<file path="src/rtl/keypad_entry_buffer_if.sv">
// keypad_entry_buffer_if
//   Bundles the keypad-side inputs and the candidate-code outputs of
//   keypad_entry_buffer.
//   master : drives key_valid, key_code, lock_in; observes the digits/pulses.
//   slave  : the buffer itself; receives keys and drives d4..d1,
//            digit_count, entry_valid, entry_error, timeout.
interface keypad_entry_buffer_if;
    logic       key_valid;
    logic [3:0] key_code;
    logic       lock_in;
    logic [3:0] d4;
    logic [3:0] d3;
    logic [3:0] d2;
    logic [3:0] d1;
    logic [2:0] digit_count;
    logic       entry_valid;
    logic       entry_error;
    logic       timeout;

    modport master (
        output key_valid, key_code, lock_in,
        input  d4, d3, d2, d1, digit_count, entry_valid, entry_error, timeout
    );

    modport slave (
        input  key_valid, key_code, lock_in,
        output d4, d3, d2, d1, digit_count, entry_valid, entry_error, timeout
    );
endinterface

</file>
<file path="src/rtl/keypad_entry_buffer.sv">
// keypad_entry_buffer
//   Assembles four BCD digits from keypad strobes into a candidate code
//   (d4 oldest, d1 newest) and commits it on the enter key.
//   Ports:
//     clk    : rising-edge clock
//     reset  : asynchronous, active-high reset
//     bus    : keypad_entry_buffer_if.slave
//              key_valid/key_code/lock_in in;
//              d4..d1, digit_count, entry_valid, entry_error, timeout out
//   Parameter TIMEOUT_CYCLES: idle cycles tolerated in a partial entry (>= 2).
module keypad_entry_buffer #(
    parameter int unsigned TIMEOUT_CYCLES = 1000
) (
    input logic                  clk,
    input logic                  reset,
    keypad_entry_buffer_if.slave bus
);

    localparam int unsigned TW = (TIMEOUT_CYCLES > 2) ? $clog2(TIMEOUT_CYCLES) : 1;
    localparam logic [TW-1:0] TIMER_LAST = TW'(TIMEOUT_CYCLES - 1);

    localparam logic [3:0] KEY_CLEAR = 4'hA;
    localparam logic [3:0] KEY_ENTER = 4'hB;

    typedef enum logic [1:0] {
        IDLE  = 2'd0,
        ENTRY = 2'd1,
        FULL  = 2'd2,
        DONE  = 2'd3
    } state_t;

    state_t        state;
    logic [TW-1:0] timer;
    logic [3:0]    d4, d3, d2, d1;
    logic [2:0]    digit_count;
    logic          entry_valid, entry_error, timeout;

    logic is_digit, is_clear, is_enter;

    always_comb begin
        is_digit = bus.key_valid && (bus.key_code <= 4'd9);
        is_clear = bus.key_valid && (bus.key_code == KEY_CLEAR);
        is_enter = bus.key_valid && (bus.key_code == KEY_ENTER);
    end

    always_ff @(posedge clk or posedge reset) begin
        if (reset) begin
            state       <= IDLE;
            timer       <= '0;
            d4          <= '0;
            d3          <= '0;
            d2          <= '0;
            d1          <= '0;
            digit_count <= '0;
            entry_valid <= 1'b0;
            entry_error <= 1'b0;
            timeout     <= 1'b0;
        end else begin
            entry_valid <= 1'b0;
            entry_error <= 1'b0;
            timeout     <= 1'b0;
            // Lockout freezes everything, timer included.
            if (!bus.lock_in) begin
                // A digit in FULL is not accepted: it falls through to the
                // timer branch, so it neither restarts nor stops the timer.
                if (is_digit && state != FULL) begin
                    timer <= '0;
                    if (state == DONE) begin
                        d4          <= '0;
                        d3          <= '0;
                        d2          <= '0;
                        d1          <= bus.key_code;
                        digit_count <= 3'd1;
                        state       <= ENTRY;
                    end else begin
                        d4          <= d3;
                        d3          <= d2;
                        d2          <= d1;
                        d1          <= bus.key_code;
                        digit_count <= digit_count + 3'd1;
                        state       <= (digit_count == 3'd3) ? FULL : ENTRY;
                    end
                end else if (is_clear) begin
                    timer       <= '0;
                    d4          <= '0;
                    d3          <= '0;
                    d2          <= '0;
                    d1          <= '0;
                    digit_count <= '0;
                    state       <= IDLE;
                end else if (is_enter && state != DONE) begin
                    timer <= '0;
                    if (state == FULL) begin
                        entry_valid <= 1'b1;
                        state       <= DONE;
                    end else begin
                        entry_error <= 1'b1;
                        d4          <= '0;
                        d3          <= '0;
                        d2          <= '0;
                        d1          <= '0;
                        digit_count <= '0;
                        state       <= IDLE;
                    end
                end else if (state == ENTRY || state == FULL) begin
                    if (timer == TIMER_LAST) begin
                        timeout     <= 1'b1;
                        timer       <= '0;
                        d4          <= '0;
                        d3          <= '0;
                        d2          <= '0;
                        d1          <= '0;
                        digit_count <= '0;
                        state       <= IDLE;
                    end else begin
                        timer <= timer + 1'b1;
                    end
                end else begin
                    timer <= '0;
                end
            end
        end
    end

    assign bus.d4          = d4;
    assign bus.d3          = d3;
    assign bus.d2          = d2;
    assign bus.d1          = d1;
    assign bus.digit_count = digit_count;
    assign bus.entry_valid = entry_valid;
    assign bus.entry_error = entry_error;
    assign bus.timeout     = timeout;

endmodule

</file>
<file path="src/flat_wrapper.sv">
// flat-port wrapper written by rule: the top's interface ports become plain ports
module keypad_entry_buffer_flat 
#(
    parameter int unsigned TIMEOUT_CYCLES = 1000
)
  (clk, reset, bus_key_valid, bus_key_code, bus_lock_in, bus_d4, bus_d3, bus_d2, bus_d1, bus_digit_count, bus_entry_valid, bus_entry_error, bus_timeout);
  keypad_entry_buffer_if bus_i ();
  input logic clk;
  input logic reset;
  input wire logic [$bits(bus_i.key_valid)-1:0] bus_key_valid;
  input wire logic [$bits(bus_i.key_code)-1:0] bus_key_code;
  input wire logic [$bits(bus_i.lock_in)-1:0] bus_lock_in;
  output wire logic [$bits(bus_i.d4)-1:0] bus_d4;
  output wire logic [$bits(bus_i.d3)-1:0] bus_d3;
  output wire logic [$bits(bus_i.d2)-1:0] bus_d2;
  output wire logic [$bits(bus_i.d1)-1:0] bus_d1;
  output wire logic [$bits(bus_i.digit_count)-1:0] bus_digit_count;
  output wire logic [$bits(bus_i.entry_valid)-1:0] bus_entry_valid;
  output wire logic [$bits(bus_i.entry_error)-1:0] bus_entry_error;
  output wire logic [$bits(bus_i.timeout)-1:0] bus_timeout;
  assign bus_i.key_valid = bus_key_valid;
  assign bus_i.key_code = bus_key_code;
  assign bus_i.lock_in = bus_lock_in;
  assign bus_d4 = bus_i.d4;
  assign bus_d3 = bus_i.d3;
  assign bus_d2 = bus_i.d2;
  assign bus_d1 = bus_i.d1;
  assign bus_digit_count = bus_i.digit_count;
  assign bus_entry_valid = bus_i.entry_valid;
  assign bus_entry_error = bus_i.entry_error;
  assign bus_timeout = bus_i.timeout;
  keypad_entry_buffer #(.TIMEOUT_CYCLES(TIMEOUT_CYCLES)) u_core (.clk(clk), .reset(reset), .bus(bus_i));
endmodule
</file>
<file path="config.mk">
export PLATFORM = sky130hd
export DESIGN_NAME = keypad_entry_buffer_flat
export DESIGN_NICKNAME = d
export VERILOG_FILES = /design/src/rtl/keypad_entry_buffer_if.sv /design/src/rtl/keypad_entry_buffer.sv /design/src/flat_wrapper.sv
export SDC_FILE = /design/constraint.sdc
export NUM_CORES = 1
export LEC_CHECK = 0
export BUFFER_PORTS_ARGS = -buffer_cell sky130_fd_sc_hd__buf_4
export CORE_UTILIZATION = 58
export DETAILED_ROUTE_END_ITERATION = 8
export MAX_ROUTING_LAYER = met4
export PLACE_DENSITY_LB_ADDON = 0.3
export SLEW_MARGIN = 20
export SYNTH_ARGS = -nofsm -noshare
export SYNTH_HDL_FRONTEND = slang
export SYNTH_SLANG_ARGS = --single-unit
</file>
<file path="constraint.sdc">
create_clock -name clk -period 3.7 [get_ports clk]
set_input_delay 0.74 -clock clk [delete_from_list [all_inputs] [get_ports clk]]
set_output_delay 0.74 -clock clk [all_outputs]
set_load 0.1 [all_outputs]
</file>
; Word-level counts from Yosys, hierarchy flattened
; Cells that the tools add are included.
[totals]
register_bits = 34
in_bits = 8
output_inout_bits = 22
wordCells = 82
[classes]
add_sub_neg = 2
order_cmp = 1
n_eq_ne = 10
mux = 48
n_bitwise = 1
reduce_logical = 10
[ops]
columns = operator, n
row1 = $mux 10, 5
row2 = $mux 4, 12
row3 = $mux 3, 7
row4 = $mux 1, 16
row5 = $mux 2, 8
row6 = $add 10x1->10 const B, 1
row7 = $eq 10x10->1 const B, 1
row8 = $eq 4x4->1 const B, 2
row9 = $reduce_bool 4->1, 2
row10 = $logic_and 1x1->1, 5
row11 = $eq 2x2->1 const B, 2
row12 = $le 4x4->1 const B, 1
row13 = $ne 2x2->1 const B, 2
row14 = $ne 4x2->1 const B, 1
row15 = $reduce_and 4->1, 1
row16 = $add 3x1->3 const B, 1
row17 = $eq 3x2->1 const B, 1
row18 = $reduce_and 3->1, 1
row19 = $eq 2x1->1 const B, 1
row20 = $logic_or 1x1->1, 1
row21 = $not 1->1, 1

; Depth between registers and ports, before layout
[depth]
ltp_word = 7
depth_mapped = 7
mapped_depth_nobuf = 6

; Worst setup path before layout
; OpenSTA, ideal clock, no wires.
[synth_timing]
kind = input port to flip-flop
start = in bus_key_code[0]
end = reg u_core.state[0]
t_arrival_ns = 1.819
required_ns = 3.575
setup_slack_ns = 1.756
stages = 4
path_buffers = 0
cell_sequence = nor4bb_2 -> a22oi_2 -> a31oi_1 -> mux2_2
[synth_via]
elab_chain_cells = 6
word_cells_on_any_way = 14
[synth_lines]
columns = element, line
row1 = "start, declared", flat_wrapper.sv:11  ; input wire logic [$bits(bus_i.key_code)-1:0] bus_key_code;
row2 = "parallel branches: the longest is 6 deep, another holds $le 4x4->1", -
row3 = "end signal, assigned", keypad_entry_buffer.sv:81  ; state <= (digit_count == 3'd3) ? FULL : ENTRY;
row4 = "end, declared", keypad_entry_buffer.sv:32  ; state_t state;
; Parallel ways; which one is timed is not known.
; A chain may end at the register's enable or synchronous reset.

; Final worst setup path
[layout_timing]
start = reg u_core.state[0]
end = reg u_core.d1[2], in the netlist u_core.bus.d1[2]
[layout_via]
elab_chain_cells = 5
word_cells_on_any_way = 14
[layout_lines]
columns = element, line
row1 = $ne 2x2->1, keypad_entry_buffer.sv:91  ; end else if (is_enter && state != DONE) begin
row2 = $logic_and 1x1->1, keypad_entry_buffer.sv:91
row3 = $mux 4, keypad_entry_buffer.sv:91
row4 = $mux 4, keypad_entry_buffer.sv:83  ; end else if (is_clear) begin
row5 = $mux 4, keypad_entry_buffer.sv:66  ; if (is_digit && state != FULL) begin
row6 = "end signal, assigned", keypad_entry_buffer.sv:72  ; d1 <= bus.key_code;
row7 = "end signal, assigned", keypad_entry_buffer.sv:79  ; d1 <= bus.key_code;
row8 = "end, declared", keypad_entry_buffer.sv:34  ; logic [3:0] d4, d3, d2, d1;
; Parallel ways exist; a longest one is shown, timed or not.

==> summary.md <==
| Metric | Value |
|---|---|
| Sum of negative setup slack | 0 ns |
| Run status | completed |
| Path class of the lowest-slack min-delay path | in -> async |
| Post_cts resized | 0 |
| Highest-count cells in the layout ignoring fill and taps | sky130_fd_sc_hd__dfrtp_1 (34), sky130_fd_sc_hd__buf_4 (30), sky130_fd_sc_hd__a22o_1 (19) |
| Count of mapped cells out of synthesis | around 150 |
| Number of unique standard cell types used by synthesis | 39 |
| Count of buffers inserted at the top-level ports | 29 |
| Fraction of layout cells with a size suffix above 1 | 0.264 |
| Width of the chip | 55.3 um |
| Vertical die dimension | roughly 55 um |
| Diode insertion count for antenna repair | 0 |
| Kind of capture point of the worst setup path | flop |
| First-iteration detailed-routing DRC count | between 40 and 50 |
| Antenna violations before repair | 0 |
| H-tree depth | 2 |
| Number of pins with negative max-slew slack in the final report | 0 |
| Setup slack at placement | about 1.3 ns |
| I/O pin count | 30 |
| Worst reg-to-reg setup slack | 1.57 ns |
| Number of buffers between clock root and the deepest sink | 2 |
| Pin count of the biggest net entering global routing | 35 |
| Yosys Warn Count | 0 |
| Instance count after placement with tap cells included | approximately 200 |
| Post-synth design cell area | roughly 1600 um^2 |
| Row cnt | 18 |
| Clock latency on the worst-skew pair | 0.33 ns |
| RSZ-0062 raised after global routing | no |
| Synthesized netlist net count | 159 |
| Fillcell total | 169 |
| TritonCTS clock tree | done |
| Syn_area_per_cell | around 11 um^2 |
| Final Wtd Congestion | 0.842 |
| Standard cell core area | 2590 um^2 |
| Worst IR Drop VDD | around 0.81 mV |
| Number of global-route vias before repair | 1148 |
| Met2 wire len | 1.45 mm |
| Wire length of the first global-routing pass | approximately 5.5 mm |
| Layout Skew | roughly 0.0034 ns |
| WL per Instance | approximately 15 um |
| Postcts setup bufs | 0 |
| Post-CTS Hold Buffers | 0 |
| Clock root buffer | sky130_fd_sc_hd__clkbuf_4 |
| Uppermost layer routed | met4 |
| Total global routing overflow | 0 |
| Setup slack of the critical path after layout | between 1.5 and 2 ns |
| Capture point of the worst reg-to-reg path | u_core.bus.d1[2] |
| Max_slew headroom | 0.494 |
| Share of the clock period used by the worst path after layout | 0.575 |
| Via density per instance | a little over 6 |
| Total die area | between 3000 and 4000 um^2 |
| Worst slack on hold paths | between 0.4 and 0.5 ns |
| Placed cell area | approximately 1900 um^2 |
| Startpoint types | flop |
| Critical setup path kind | reg -> reg |
| Crit-path max FO | 19 |
| P per Cell Area | between 600 and 700 nW/um^2 |
| Final design area excluding fillers | 1930 um^2 |
| Hold violation total from the final report | 0 |
| Transition time of the tightest slew-check pin | about 0.76 ns |
| Max capacitance violation total | 0 |
| Clock Pin Slew Worst Setup and Hold Paths | around 0.1 ns |
| Reg2reg path depth | 6 |
| Number of routed nets with antenna violations | 0 |
| Effective utilization at floorplan | 0.636 |
| Yosys reg bits | 34 |
| Wire length after detailed routing | around 3.2 mm |
| Overall Global Routing Usage | 0.238 |
| Post-layout nets | around 190 |
| Commonest non-fill, non-tap cell in the layout | sky130_fd_sc_hd__dfrtp_1 |
| Endpoint arrival time on the critical path | between 2 and 2.5 ns |
| Detail Route met3 WL | around 150 um |
| # clock sinks | 34 |
| DP Wirelength | 2.27 mm |
| Non-filler instance count after layout | roughly 210 |
| Leakage power figure | a little over 0.9 nW |
| Total clock buffers created by CTS | 5 |
| DRC | 0 |
| Fin crit period | roughly 2.1 ns |
| Maximum clock frequency | 470 MHz |
| Number of detailed-routing iterations run before antenna repair | 5 |
| Area delta synth->final | 17.2% |
| Number of setup violations in the final report | 0 |
| Post-synthesis sequential area ratio | 0.516 |
| Count of vias placed by the detailed router | between 1000 and 1500 |
| Reg-to-Reg Start | u_core.state[0] |
| Data required, critical path | 3.97 ns |
| Met1 Routed Length | between 1.5 and 2 mm |
-- metal layers --
layer / vias up / track usage
li1: 612 / -
met1: 622 / 0.341
met2: 42 / 0.320
met3: 4 / 0.0515
met4: 0 / 0.114
met5: - / -
-- metrics by stage --
stage	util	total power, mW
4_1_cts	0.745	1.33
5_1_grt	0.745	1.38
3_3_place_gp	0.727	1.13
3_5_place_dp	0.727	1.14
2_1_floorplan	-	1.01
6_report	0.745	1.32
-- critical path, stage by stage (launching register included) --
cell	delay, ns
sky130_fd_sc_hd__dfrtp_1	0.41
sky130_fd_sc_hd__inv_1	0.07
sky130_fd_sc_hd__ha_1	0.26
sky130_fd_sc_hd__nor2b_1	0.14
sky130_fd_sc_hd__a22o_1	0.24
sky130_fd_sc_hd__o31ai_4	0.70
sky130_fd_sc_hd__a22o_1	0.25
-- cells in the mapped netlist --
cell | count | area (um^2)
sky130_fd_sc_hd__o21ai_0 | 3 | 15.0
sky130_fd_sc_hd__a32oi_1 | 1 | 8.76
sky130_fd_sc_hd__a22o_1 | 19 | 166
sky130_fd_sc_hd__nand2_1 | 11 | 41.3
sky130_fd_sc_hd__mux2_2 | 2 | 22.5
sky130_fd_sc_hd__nand3_1 | 6 | 30.0
sky130_fd_sc_hd__and2_4 | 1 | 8.76
sky130_fd_sc_hd__nor3b_1 | 1 | 7.51
sky130_fd_sc_hd__nor4b_1 | 1 | 8.76
sky130_fd_sc_hd__and2_1 | 1 | 6.26
sky130_fd_sc_hd__xnor2_1 | 5 | 43.8
sky130_fd_sc_hd__nor4b_2 | 1 | 15.0
sky130_fd_sc_hd__and4bb_2 | 1 | 12.5
sky130_fd_sc_hd__a21oi_2 | 1 | 8.76
sky130_fd_sc_hd__and4b_1 | 1 | 10.0
sky130_fd_sc_hd__nor4bb_2 | 1 | 16.3
sky130_fd_sc_hd__nor3_1 | 4 | 20.0
sky130_fd_sc_hd__buf_2 | 1 | 5.00
sky130_fd_sc_hd__buf_6 | 1 | 11.3
sky130_fd_sc_hd__and2b_1 | 1 | 7.51
sky130_fd_sc_hd__o31ai_1 | 1 | 7.51
sky130_fd_sc_hd__a31oi_1 | 3 | 18.8
sky130_fd_sc_hd__and4_1 | 1 | 8.76
sky130_fd_sc_hd__buf_1 | 1 | 3.75
sky130_fd_sc_hd__nor2b_1 | 3 | 18.8
sky130_fd_sc_hd__o31ai_4 | 1 | 21.3
sky130_fd_sc_hd__nor2_1 | 9 | 33.8
sky130_fd_sc_hd__a22oi_2 | 1 | 12.5
sky130_fd_sc_hd__clkbuf_1 | 2 | 7.51
sky130_fd_sc_hd__nor4_1 | 3 | 18.8
sky130_fd_sc_hd__ha_1 | 5 | 62.6
sky130_fd_sc_hd__nand3b_1 | 2 | 15.0
sky130_fd_sc_hd__nand4b_1 | 1 | 8.76
sky130_fd_sc_hd__o21ai_2 | 1 | 8.76
sky130_fd_sc_hd__dfrtp_1 | 34 | 851
sky130_fd_sc_hd__o2bb2ai_1 | 1 | 8.76
sky130_fd_sc_hd__inv_1 | 6 | 22.5
sky130_fd_sc_hd__mux2i_1 | 1 | 10.0
sky130_fd_sc_hd__nand4_1 | 7 | 43.8
-- state kept, by name, indices dropped and copies added, names as in the netlist --
name	flops
u_core.timer	10
u_core.bus.d1	4
u_core.bus.d2	4
u_core.bus.d3	4
u_core.bus.d4	4
u_core.bus.digit_count	3
u_core.state	2
u_core.bus.entry_error	1
u_core.bus.entry_valid	1
u_core.bus.timeout	1
-- area by class of cell --
| type | count | area (um^2) | area share |
|---|---|---|---|
| inverters | 6 | 22.5 | 0.0117 |
| clock inverters | 2 | 10.0 | 0.00518 |
| repair buffers | 30 | 225 | 0.117 |
| clock buffers | 5 | 37.5 | 0.0194 |
| flip-flops and latches | 34 | 851 | 0.441 |
| multi-input cells | 101 | 747 | 0.387 |
| well taps | 30 | 37.5 | 0.0194 |
-- power breakdown --
part | internal, mW | switching, mW | total [mW] | leakage [nW]
Sequential | 0.434 | 0.0522 | 0.486 | 0.456
Combinational | 0.146 | 0.503 | 0.649 | 0.444
Clock | 0.0682 | 0.115 | 0.183 | 0.0308
Total | 0.648 | 0.670 | 1.32 | 0.930
-- kinds of logic after synthesis --
kind of cell             count (synthesis)  synth area share
AND/OR/NAND/NOR                         56             0.201
adder cells (fa/ha/maj)                  5            0.0380
XOR/XNOR                                 5            0.0266
AO/OA/AOI/OAI                           32             0.168
buffers and inverters                   11            0.0304
flip-flops                              34             0.516
multiplexers                             3            0.0197
-- worst max-delay path by stage --
| stage | slack, ns | cells after the start | to | from |
|---|---|---|---|---|
| after global placement | 1.43 | 5 | u_core.bus.d1[1] | bus_key_code[3] |
| after CTS | 1.57 | 6 | u_core.bus.d1[2] | u_core.state[0] |
| after global routing | 1.41 | 6 | u_core.bus.d3[3] | u_core.state[0] |
| final | 1.57 | 6 | u_core.bus.d1[2] | u_core.state[0] |
| after floorplan | 1.76 | 4 | u_core.state[0] | bus_key_code[0] |
| after detailed placement | 1.35 | 5 | u_core.bus.d1[2] | bus_key_code[3] |
No activity file was read; power rests on OpenSTA's default activity.
